### config.mk
export PLATFORM = sky130hd
export DESIGN_NAME = elevator_ctrl
export DESIGN_NICKNAME = d
export VERILOG_FILES = /design/src/rtl/elevator_pkg.sv /design/src/rtl/elevator_step_edge.sv /design/src/rtl/elevator_ctrl.sv
export SDC_FILE = /design/constraint.sdc
export NUM_CORES = 1
export LEC_CHECK = 0
export ABC_AREA = 1
export CELL_PAD_IN_SITES_DETAIL_PLACEMENT = 0
export CELL_PAD_IN_SITES_GLOBAL_PLACEMENT = 1
export CORE_AREA = 5 5 90 92
export CTS_CLUSTER_DIAMETER = 80
export DETAILED_ROUTE_END_ITERATION = 8
export DIE_AREA = 0 0 95 97
export PLACE_DENSITY = 0.71
export SKIP_CTS_REPAIR_TIMING = 1
export SLEW_MARGIN = 15
export SYNTH_ARGS = -nofsm -noshare
export SYNTH_HDL_FRONTEND = slang
export SYNTH_HIERARCHICAL = 1
export SYNTH_SLANG_ARGS = --single-unit
### constraint.sdc
create_clock -name clk -period 2.5 [get_ports clk]
set_clock_uncertainty 0.2 [all_clocks]
set_input_delay 0.75 -clock clk [delete_from_list [all_inputs] [get_ports clk]]
set_output_delay 0.75 -clock clk [all_outputs]
set_load 0.05 [all_outputs]
### src/rtl/elevator_pkg.sv
// Shared types and defaults for the elevator controller slice.
// Holds the FSM state encoding and the floor-index width derivation.
package elevator_pkg;

   localparam int unsigned FLOORS_DEF     = 8;
   localparam int unsigned DOOR_STEPS_DEF = 3;

   typedef enum logic [1:0] {
      StIdle,
      StMoveUp,
      StMoveDown,
      StDoor
   } state_e;

   // Floor index width; never narrower than one bit.
   function automatic int unsigned floor_w(input int unsigned floors);
      return (floors > 1) ? $clog2(floors) : 1;
   endfunction

endpackage

### src/rtl/elevator_step_edge.sv
// Synchronises the slow step clock into clk and emits a one-clk pulse per rising edge.
// A pulse is only produced once step_clk has been seen low since reset.
module elevator_step_edge (
   input  logic clk,
   input  logic rst,
   input  logic step_clk,
   output logic step_pulse
);

   logic r_sync;
   logic r_prev;
   logic r_valid;
   logic r_armed;
   logic r_pulse;

   always_ff @(posedge clk) begin
      if (rst) begin
         r_sync  <= 1'b0;
         r_prev  <= 1'b0;
         r_valid <= 1'b0;
         r_armed <= 1'b0;
         r_pulse <= 1'b0;
      end else begin
         r_sync  <= step_clk;
         r_prev  <= r_sync;
         r_valid <= 1'b1;
         // r_sync only holds a real sample once r_valid is set, so a level held
         // high across reset release never looks like a fresh edge.
         r_armed <= r_armed | (r_valid & ~r_sync);
         r_pulse <= r_sync & ~r_prev & r_armed;
      end
   end

   assign step_pulse = r_pulse;

endmodule

### src/rtl/elevator_ctrl.sv
// SCAN elevator controller: latches floor calls and moves one floor per step event,
// holding the door open for DOOR_STEPS steps at each served floor.
module elevator_ctrl
   import elevator_pkg::*;
#(
   parameter int unsigned  FLOORS     = FLOORS_DEF,
   parameter int unsigned  DOOR_STEPS = DOOR_STEPS_DEF,
   localparam int unsigned FLOOR_W    = floor_w(FLOORS)
) (
   input  logic               clk,
   input  logic               rst,
   input  logic               step_clk,
   input  logic [FLOORS-1:0]  call_req,
   output logic [FLOOR_W-1:0] floor,
   output logic               moving,
   output logic               dir_up,
   output logic               door_open,
   output logic [FLOORS-1:0]  pending
);

   localparam int unsigned CNT_W = (DOOR_STEPS > 0) ? $clog2(DOOR_STEPS + 1) : 1;

   state_e               r_state;
   logic [FLOOR_W-1:0]   r_floor;
   logic                 r_moving;
   logic                 r_dir_up;
   logic                 r_door_open;
   logic [FLOORS-1:0]    r_pending;
   logic [CNT_W-1:0]     r_door_cnt;

   logic                 w_step;
   logic [FLOORS-1:0]    w_above_mask;
   logic [FLOORS-1:0]    w_below_mask;
   logic [FLOORS-1:0]    w_here_mask;
   logic [FLOORS-1:0]    w_hold_mask;
   logic [FLOORS-1:0]    w_clr_mask;
   logic                 w_any_above;
   logic                 w_any_below;
   logic                 w_here_pend;
   logic                 w_up_pend;
   logic                 w_dn_pend;
   logic                 w_door_call;
   logic                 w_door_done;
   logic [FLOOR_W-1:0]   w_floor_up;
   logic [FLOOR_W-1:0]   w_floor_dn;

   elevator_step_edge u_step_edge (
      .clk        (clk),
      .rst        (rst),
      .step_clk   (step_clk),
      .step_pulse (w_step)
   );

   always_comb begin
      w_above_mask = '0;
      w_below_mask = '0;
      w_here_mask  = '0;
      for (int i = 0; i < int'(FLOORS); i++) begin
         w_above_mask[i] = (i > int'(r_floor));
         w_below_mask[i] = (i < int'(r_floor));
         w_here_mask[i]  = (i == int'(r_floor));
      end
   end

   assign w_any_above = |(r_pending & w_above_mask);
   assign w_any_below = |(r_pending & w_below_mask);
   assign w_here_pend = |(r_pending & w_here_mask);
   assign w_up_pend   = |(r_pending & (w_here_mask << 1));
   assign w_dn_pend   = |(r_pending & (w_here_mask >> 1));
   assign w_floor_up  = r_floor + FLOOR_W'(1);
   assign w_floor_dn  = r_floor - FLOOR_W'(1);
   assign w_hold_mask = (r_state == StDoor) ? w_here_mask : '0;
   assign w_door_call = |(call_req & w_hold_mask);
   assign w_door_done = (r_door_cnt <= CNT_W'(1));

   // Service clears; a call to the open-door floor is absorbed by w_hold_mask instead.
   always_comb begin
      w_clr_mask = '0;
      if (w_step) begin
         case (r_state)
            StIdle:     if (w_here_pend) w_clr_mask = w_here_mask;
            StMoveUp:   if (w_up_pend)   w_clr_mask = w_here_mask << 1;
            StMoveDown: if (w_dn_pend)   w_clr_mask = w_here_mask >> 1;
            default:    ;
         endcase
      end
   end

   always_ff @(posedge clk) begin
      if (rst) begin
         r_state     <= StIdle;
         r_floor     <= '0;
         r_moving    <= 1'b0;
         r_dir_up    <= 1'b1;
         r_door_open <= 1'b0;
         r_pending   <= '0;
         r_door_cnt  <= '0;
      end else begin
         r_pending <= (r_pending & ~w_clr_mask) | (call_req & ~w_hold_mask);
         if (w_door_call) begin
            r_door_cnt <= CNT_W'(DOOR_STEPS);
         end else if (w_step) begin
            case (r_state)
               StIdle: begin
                  if (w_here_pend) begin
                     r_state     <= StDoor;
                     r_door_open <= 1'b1;
                     r_door_cnt  <= CNT_W'(DOOR_STEPS);
                  end else if (w_any_above) begin
                     r_state  <= StMoveUp;
                     r_moving <= 1'b1;
                     r_dir_up <= 1'b1;
                  end else if (w_any_below) begin
                     r_state  <= StMoveDown;
                     r_moving <= 1'b1;
                     r_dir_up <= 1'b0;
                  end
               end
               StMoveUp: begin
                  if (!w_any_above) begin
                     r_state  <= StIdle;
                     r_moving <= 1'b0;
                  end else begin
                     r_floor <= w_floor_up;
                     if (w_up_pend) begin
                        r_state     <= StDoor;
                        r_moving    <= 1'b0;
                        r_door_open <= 1'b1;
                        r_door_cnt  <= CNT_W'(DOOR_STEPS);
                     end
                  end
               end
               StMoveDown: begin
                  if (!w_any_below) begin
                     r_state  <= StIdle;
                     r_moving <= 1'b0;
                  end else begin
                     r_floor <= w_floor_dn;
                     if (w_dn_pend) begin
                        r_state     <= StDoor;
                        r_moving    <= 1'b0;
                        r_door_open <= 1'b1;
                        r_door_cnt  <= CNT_W'(DOOR_STEPS);
                     end
                  end
               end
               StDoor: begin
                  if (!w_door_done) begin
                     r_door_cnt <= r_door_cnt - CNT_W'(1);
                  end else begin
                     r_door_cnt  <= '0;
                     r_door_open <= 1'b0;
                     // SCAN: keep heading the same way while calls remain ahead.
                     if (r_dir_up && w_any_above) begin
                        r_state  <= StMoveUp;
                        r_moving <= 1'b1;
                     end else if (!r_dir_up && w_any_below) begin
                        r_state  <= StMoveDown;
                        r_moving <= 1'b1;
                     end else if (w_any_below) begin
                        r_state  <= StMoveDown;
                        r_moving <= 1'b1;
                        r_dir_up <= 1'b0;
                     end else if (w_any_above) begin
                        r_state  <= StMoveUp;
                        r_moving <= 1'b1;
                        r_dir_up <= 1'b1;
                     end else begin
                        r_state <= StIdle;
                     end
                  end
               end
               default: r_state <= StIdle;
            endcase
         end
      end
   end

   assign floor     = r_floor;
   assign moving    = r_moving;
   assign dir_up    = r_dir_up;
   assign door_open = r_door_open;
   assign pending   = r_pending;

endmodule

* After elaboration in Yosys (flattened, before gate mapping) *
Cells that the tools add are included.

storage, ports and cells
  flip-flop bits (word level) = 23
  output and inout bits = 14
  word-level logic and storage cells = 156

cells by class
  $add $sub $neg = 3
  magnitude comparators = 15
  eq/ne operators = 30
  mux-type cells = 58
  bitwise gates (word level) = 18
  reduce and logical (&&, ||, !) cells = 20

operators with widths
  cell                                                                  number
  8-bit AND                                                             6
  8-bit OR reduction                                                    6
  2-bit 2-to-1 mux                                                      17
  8-bit 2-to-1 mux                                                      4
  1-bit 2-to-1 mux                                                      27
  3-bit inequality test (second input constant)                         9
  8-bit one-hot mux with 3 select lines                                 1
  2-bit inequality test (second input constant)                         9
  8-bit by 7-bit AND with 8-bit output                                  2
  8-bit NOT                                                             2
  2-bit one-hot mux with 4 select lines                                 2
  8-bit AND reduction                                                   2
  3-bit == test (first input constant)                                  4
  3-bit > comparator (first input constant)                             4
  6-bit AND reduction                                                   2
  3-bit < comparator (first input constant)                             3
  9-bit AND reduction                                                   1
  8-bit bitwise OR                                                      1
  1-bit one-hot mux with 4 select lines                                 2
  7-bit 2-to-1 mux                                                      1
  2-bit by 3-bit == test with 1-bit output (first input constant)       2
  2-bit by 3-bit > comparator with 1-bit output (first input constant)  2
  1-bit by 3-bit < comparator with 1-bit output (first input constant)  2
  2-bit by 3-bit < comparator with 1-bit output (first input constant)  2
  22 further kinds                                                      31

* Logic depth before layout (Yosys ltp) *
  word-level depth = 9
  mapped depth = 17

* Cells and area by module *
The synthesis kept the hierarchy.

by module, submodules not included
  module              times used  cells each  area an instance (um^2)  sequential area each (um^2)
  elevator_ctrl       1           342         1936.9                   360.3
  elevator_step_edge  1           15          143.9                    100.1

* Worst setup path before layout *
No wires, ideal clock.

  path type = reg-to-reg
  from = register r_floor[0], in the netlist floor[0]
  to = register r_door_cnt[1]
  setup time = 0.111 ns
  data arrival time = 2.236 ns
  data required time = 2.189 ns
  slack = -0.048 ns
  cell stages (with the launch flop) = 17
  path buffers = 0
  period minus slack after synthesis = 2.548 ns
  path through = dfxtp_1 inv_2 ha_1 nand2_2 inv_2 nand2_1 nand2_1 nor2_1 nand2_4 nor2_2 inv_2 nand2_2 nor2_4 nand2_1 nand2_1 nor2_1 nor2_1

between the ends
  longest elaborated chain between the ends = 6
  elaborated cells between the ends (all ways) = 43
  those cells by class = 14 x order compare; 12 x eq/ne; 2 x mux; 6 x bitwise; 9 x reduce/logical

ends and longest elaborated chain
  element                                                                                line                  RTL
  start, declared                                                                        elevator_ctrl.sv:24   logic [FLOOR_W-1:0] r_floor;
  start signal, assigned                                                                 elevator_ctrl.sv:124  r_floor <= w_floor_up;
  start signal, assigned                                                                 elevator_ctrl.sv:138  r_floor <= w_floor_dn;
  branches (longest 6 deep; another with 1-bit by 3-bit < comparator with 1-bit output)  --
  end signal, assigned                                                                   elevator_ctrl.sv:101  r_door_cnt <= CNT_W'(DOOR_STEPS);
  end signal, assigned                                                                   elevator_ctrl.sv:108  r_door_cnt <= CNT_W'(DOOR_STEPS);
  end signal, assigned                                                                   elevator_ctrl.sv:129  r_door_cnt <= CNT_W'(DOOR_STEPS);
  end, declared                                                                          elevator_ctrl.sv:29   logic [CNT_W-1:0] r_door_cnt;

Several ways; the timed one is not identified.
A chain may end at the register's enable or synchronous reset.

* Final worst setup path *
  from = register r_door_open, in the netlist door_open
  to = output door_open

RTL lines
  element                 line                  RTL
  start, declared         elevator_ctrl.sv:27   logic r_door_open;
  start signal, assigned  elevator_ctrl.sv:95   r_door_open <= 1'b0;
  start signal, assigned  elevator_ctrl.sv:107  r_door_open <= 1'b1;
  start signal, assigned  elevator_ctrl.sv:128  r_door_open <= 1'b1;
  end, declared           elevator_ctrl.sv:17   output logic door_open,

No word-level cell between the ends.

==> metrics.yaml <==
hpwl_mm: 5.05
seqPwrFrac_pct: 47.9
cts_buffers: 3
die_h_um: 97
htree_num_levels: 1
p_switching_uw: 290
wire_per_inst_um: 13.1
synth-seq-cells: 23
worst_slew_pin_slew_ns: 0.622
root_buffer: "clkbuf_8"
multiInputGateArea_mm2: 0.00141
finalHoldViolCount: 0
crit_slowest_cell: "clkdlybuf4s50_1"
path_class: "flop to output port"
final_core_util_pct: 35.6
cp_cell_sequence: "clkdlybuf4s50_1"
leakage_uw: 0.00127
pwr-share-clk_pct: 31.0
initial_core_util_pct: 29.2
fill_cells: 826
yosysWarnings: 6
dieArea_mm2: 0.00922
final_max_slew_viol_count: 0
antenna_found_initial: 0
clock_latency_ns: 0.28
grt.met1_usage_pct: 20.3
io-pin-count: 25
clk_pin_slew_ns: 0.09
period_needed_ns: 2.38
async_flop_share_pct: 0
synth_nets: 380
cp-start-kind: "flop"
slew_headroom_pct: 58.4
cellInternalPower_uw: 556
core-area_mm2: 0.00714
top_usage_layer: "met2"
grt_pass1_vias: 2126
wl_mm: 6.41
setup_viol: 0
cp.buffers_inverters: 1
crit_family: "buffers and inverters"
nets: 416
vias: 2267
die_w_um: 95
pwr-share-comb_pct: 21.1
fmax_ghz: 0.420
slowest_delay_ns: 0.80
route.detailed.drc: 0
synth_edf_count: 0
via_per_inst: 4.62
grt.met2_usage_pct: 23.3
gp_congestion: 0.868
hold_class: "flop to flop"
antenna_cells: 0
ys_seq_area_share_pct: 22.1
clock-sinks: 23
io_buffer_count: 24
grt_usage_pct: 14.5
grt_max_degree: 15
drt.antenna.violating_nets: 0
layout_common_cells: "nand2_1 (108), nor2_1 (47), nand3_1 (46)"
rsz0062_at_grt: "no"
grt-ovfl-total: 0
critPathRequiredTime_ns: 1.55
fp-row-count: 31
period_share_pct: 95.2
synth_ff_type: "dfxtp_1"
clockBufferDepth: 2
drive_above_1_share_pct: 16.8
final_common_cell: "nand2_1"
areaGrowthSynthToFinish_pct: 22.2
ir_drop_mv: 0.157
syn_area_per_cell_um2: 5.83
met3_usage_pct: 1.16
drt_iter0_drc: 106
syn_inst: 357
grt_pass1_wl_mm: 10.7
status: "finished clean"
drt-pass1-iter-count: 4
cp-end-kind: "output port"
synth_cell_types: 28
setup-tns-final_ns: 0
cts_tree: "yes"
netSwitchingFraction_pct: 34.3
maxCapViolations: 0
seq_area_um2: 464
cp.arrival_ns: 1.43
mappedNetlistArea_mm2: 0.00208
crit_path_max_fanout: 2
power_density_mw_per_mm2: 333
==> metal layers <==
metal | vias up | share of wire (%) | routed length, um
li1 | 1204 | - | -
met1 | 1011 | 48 | 3100
met2 | 47 | 47 | 2990
met3 | 5 | 3.7 | 236
met4 | 0 | 1.1 | 73
met5 | - | 0 | 0
==> state kept, by name, indices dropped and copies added (netlist names) <==
name                    flops
pending                     8
floor                       3
r_door_cnt                  2
r_state                     2
dir_up                      1
door_open                   1
moving                      1
u_step_edge/r_armed         1
u_step_edge/r_prev          1
u_step_edge/r_sync          1
u_step_edge/r_valid         1
u_step_edge/step_pulse      1
==> layout make-up <==
cell class	count	area share [%]
Sequential cell	23	18.2
Clock inverter	1	0.197
Tap cell	99	4.87
Timing Repair Buffer	38	12.9
Clock buffer	3	1.62
Inverter	46	6.89
Multi-Input combinational cell	281	55.3
==> worst paths after layout <==
kind / from / endpoint / slack [ns] / cells past startpoint
worst max-delay path: door_open$_SDFFE_PP0P_ / door_open / 0.12 / 1
worst max register to register: floor[1]$_SDFFE_PP0P_ / moving$_SDFFE_PP0P_ / 0.17 / 14
worst min register to register: u_step_edge/r_valid$_DFF_P_ / u_step_edge/r_armed$_SDFF_PP0_ / 0.25 / 2
worst min-delay path: u_step_edge/r_valid$_DFF_P_ / u_step_edge/r_armed$_SDFF_PP0_ / 0.25 / 2
==> metrics by stage <==
stage                     worst slack [ns]  total power, uW  area [um^2]  hold slack [ns]  std cells
final                                0.120              847         2540            0.250        491
after detailed placement           -0.0581              590         2490            0.236        487
after global routing                0.0396              884         2540            0.274        491
after CTS                           0.0976              848         2530            0.249        491
after global placement             -0.0116              591         2490            0.231        487
after floorplan                     0.0976              522         2080            0.218        357
==> cells by family after synthesis <==
family	after synthesis	synth area share [%]
xor gates and xnor gates	2	0.842
AOI/OAI and AO/OA	37	9.68
DFF	23	22.1
adders and majority gates	12	7.22
and+or+nand+nor	230	49.5
buffers and inverters	53	10.6
==> synth_stat cells (2+ instances only) <==
| cell | instances | area, um^2 |
|---|---|---|
| nand4_1 | 2 | 12.5 |
| nand3_1 | 46 | 230 |
| inv_2 | 7 | 26.3 |
| nand2_2 | 7 | 43.8 |
| dfxtp_1 | 23 | 460 |
| o211ai_1 | 5 | 37.5 |
| nor2_2 | 8 | 50.1 |
| nand2_1 | 108 | 405 |
| inv_1 | 38 | 143 |
| nand3_2 | 4 | 40.0 |
| nand2_4 | 3 | 33.8 |
| nor2_1 | 48 | 180 |
| o21ai_0 | 13 | 65.1 |
| a21oi_1 | 15 | 75.1 |
| clkbuf_1 | 4 | 15.0 |
| ha_1 | 12 | 150 |
| nor2_4 | 2 | 22.5 |
| o21ai_1 | 2 | 10.0 |
==> power by group through the flow <==
stage / Clock, uW / Sequential, uW / Combinational, uW
after global placement: 0 / 414 / 177
after global routing: 279 / 407 / 198
after floorplan: 0 / 439 / 82.9
after detailed placement: 0 / 413 / 177
after CTS: 265 / 405 / 178
final: 262 / 405 / 179
Power figures use the tool's default switching activity.
==> edit, RTL diff (same settings) <==
Register the input `call_req` before use, cleared by the reset. The logic sees it one clock later.
--- a/src/rtl/elevator_ctrl.sv
+++ b/src/rtl/elevator_ctrl.sv
@@ -20,4 +20,14 @@
 
    localparam int unsigned CNT_W = (DOOR_STEPS > 0) ? $clog2(DOOR_STEPS + 1) : 1;
+
+   logic [FLOORS-1:0] call_req_q;
+
+   always_ff @(posedge clk) begin
+      if (rst) begin
+         call_req_q <= '0;
+      end else begin
+         call_req_q <= call_req;
+      end
+   end
 
    state_e               r_state;
@@ -71,5 +81,5 @@
    assign w_floor_dn  = r_floor - FLOOR_W'(1);
    assign w_hold_mask = (r_state == StDoor) ? w_here_mask : '0;
-   assign w_door_call = |(call_req & w_hold_mask);
+   assign w_door_call = |(call_req_q & w_hold_mask);
    assign w_door_done = (r_door_cnt <= CNT_W'(1));
 
@@ -97,5 +107,5 @@
          r_door_cnt  <= '0;
       end else begin
-         r_pending <= (r_pending & ~w_clr_mask) | (call_req & ~w_hold_mask);
+         r_pending <= (r_pending & ~w_clr_mask) | (call_req_q & ~w_hold_mask);
          if (w_door_call) begin
             r_door_cnt <= CNT_W'(DOOR_STEPS);
Check against the original RTL: not equivalent (a bounded check fails within 4 cycles, from zero or initial values and one cycle with rst high).
==> edit against the original RTL <==
- combinational power grew 9%
- die area unchanged
- sequential cell count up 8
- global-route usage is 1.4 points higher
- power up 49%
- sequential power up 34%
- setup slack got worse by 0.014 ns
- area after synthesis increased by 14%
- sequential share of layout area rose by 3.6 points
- fmax fell by 0.58%
- cell area is 12% higher
- wire length grew 6.8%
- critical endpoint is now dir_up
==> edit: results (changes against the original RTL) <==
syn nets=402 (was 380); Seq/total area=0.219 (was 0.182); leakage=1.38 nW (was 1.27 nW); Syn-to-layout area delta=20.5% (was 22.2%); xor and xnor area share after synthesis=0.00742 (was 0.00842); area of the multi-input gates=1480 sq um (was 1410 sq um); Synth Register Bits=31 (was 23); Worst-Margin Slew=0.584 ns (was 0.622 ns); status=complete, no violations (unchanged); CTS Buf Count=5 (was 3); vias in the first global route=2,279 (was 2,126); largest net degree at the start of global routing=21 (was 15); total number of vias=2,428 (was 2,267); H-tree Lvls=2 (was 1); commonest cells in the netlist=nand2_1 (106), nor2_1 (43), nand3_1 (42) (was nand2_1 (108), nor2_1 (48), nand3_1 (46)); fill cell count=786 (was 826); wire per inst=13.4 um (was 13.1 um); Final nets=434 (was 416); Final HPWL DP=5.43 mm (was 5.05 mm); top cells by area, synth=dfxtp_1 (26%), nand2_1 (17%), nand3_1 (8.9%) (was dfxtp_1 (22%), nand2_1 (19%), nand3_1 (11%)); Logic inverters=50 (was 46); final RePlAce weighted congestion=0.857 (was 0.868); post-synthesis sequential area ratio=0.263 (was 0.221); Pwr Density=443 nW/um^2 (was 333 nW/um^2); Signal buf overhead=0.108 (was 0.129); DP Area=2720 sq um (was 2490 sq um); CP max FO=3 (was 2); worst vdd ir=0.000265 V (was 0.000157 V); initial DRC count=257 (was 106); Layout clock buffers=6 (was 3)
## edit: final timing paths
kind / slack, ns / end / from / cells past startpoint
worst max-delay path: 0.11 / dir_up / dir_up$_SDFFE_PP1P_ / 1
worst min-delay path: 0.25 / u_step_edge/r_armed$_SDFF_PP0_ / u_step_edge/r_valid$_DFF_P_ / 2
worst max register to register: 0.22 / dir_up$_SDFFE_PP1P_ / floor[0]$_SDFFE_PP0P_ / 14
worst min register to register: 0.25 / u_step_edge/r_armed$_SDFF_PP0_ / u_step_edge/r_valid$_DFF_P_ / 2
## edit: power breakdown
| group | switching (W) | internal [W] | total (W) |
|---|---|---|---|
| clock network | 0.000201 | 0.000322 | 0.000524 |
| registers | 0.0000270 | 0.000516 | 0.000543 |
| logic | 0.000124 | 0.0000715 | 0.000195 |
## edit: layer usage
layer	part of all wire	global-route usage	up-vias
met3	0.060	0.0295	11
li1	-	-	1254
met4	0.018	0.0522	0
met2	0.45	0.244	53
met5	0	0	-
met1	0.47	0.220	1110
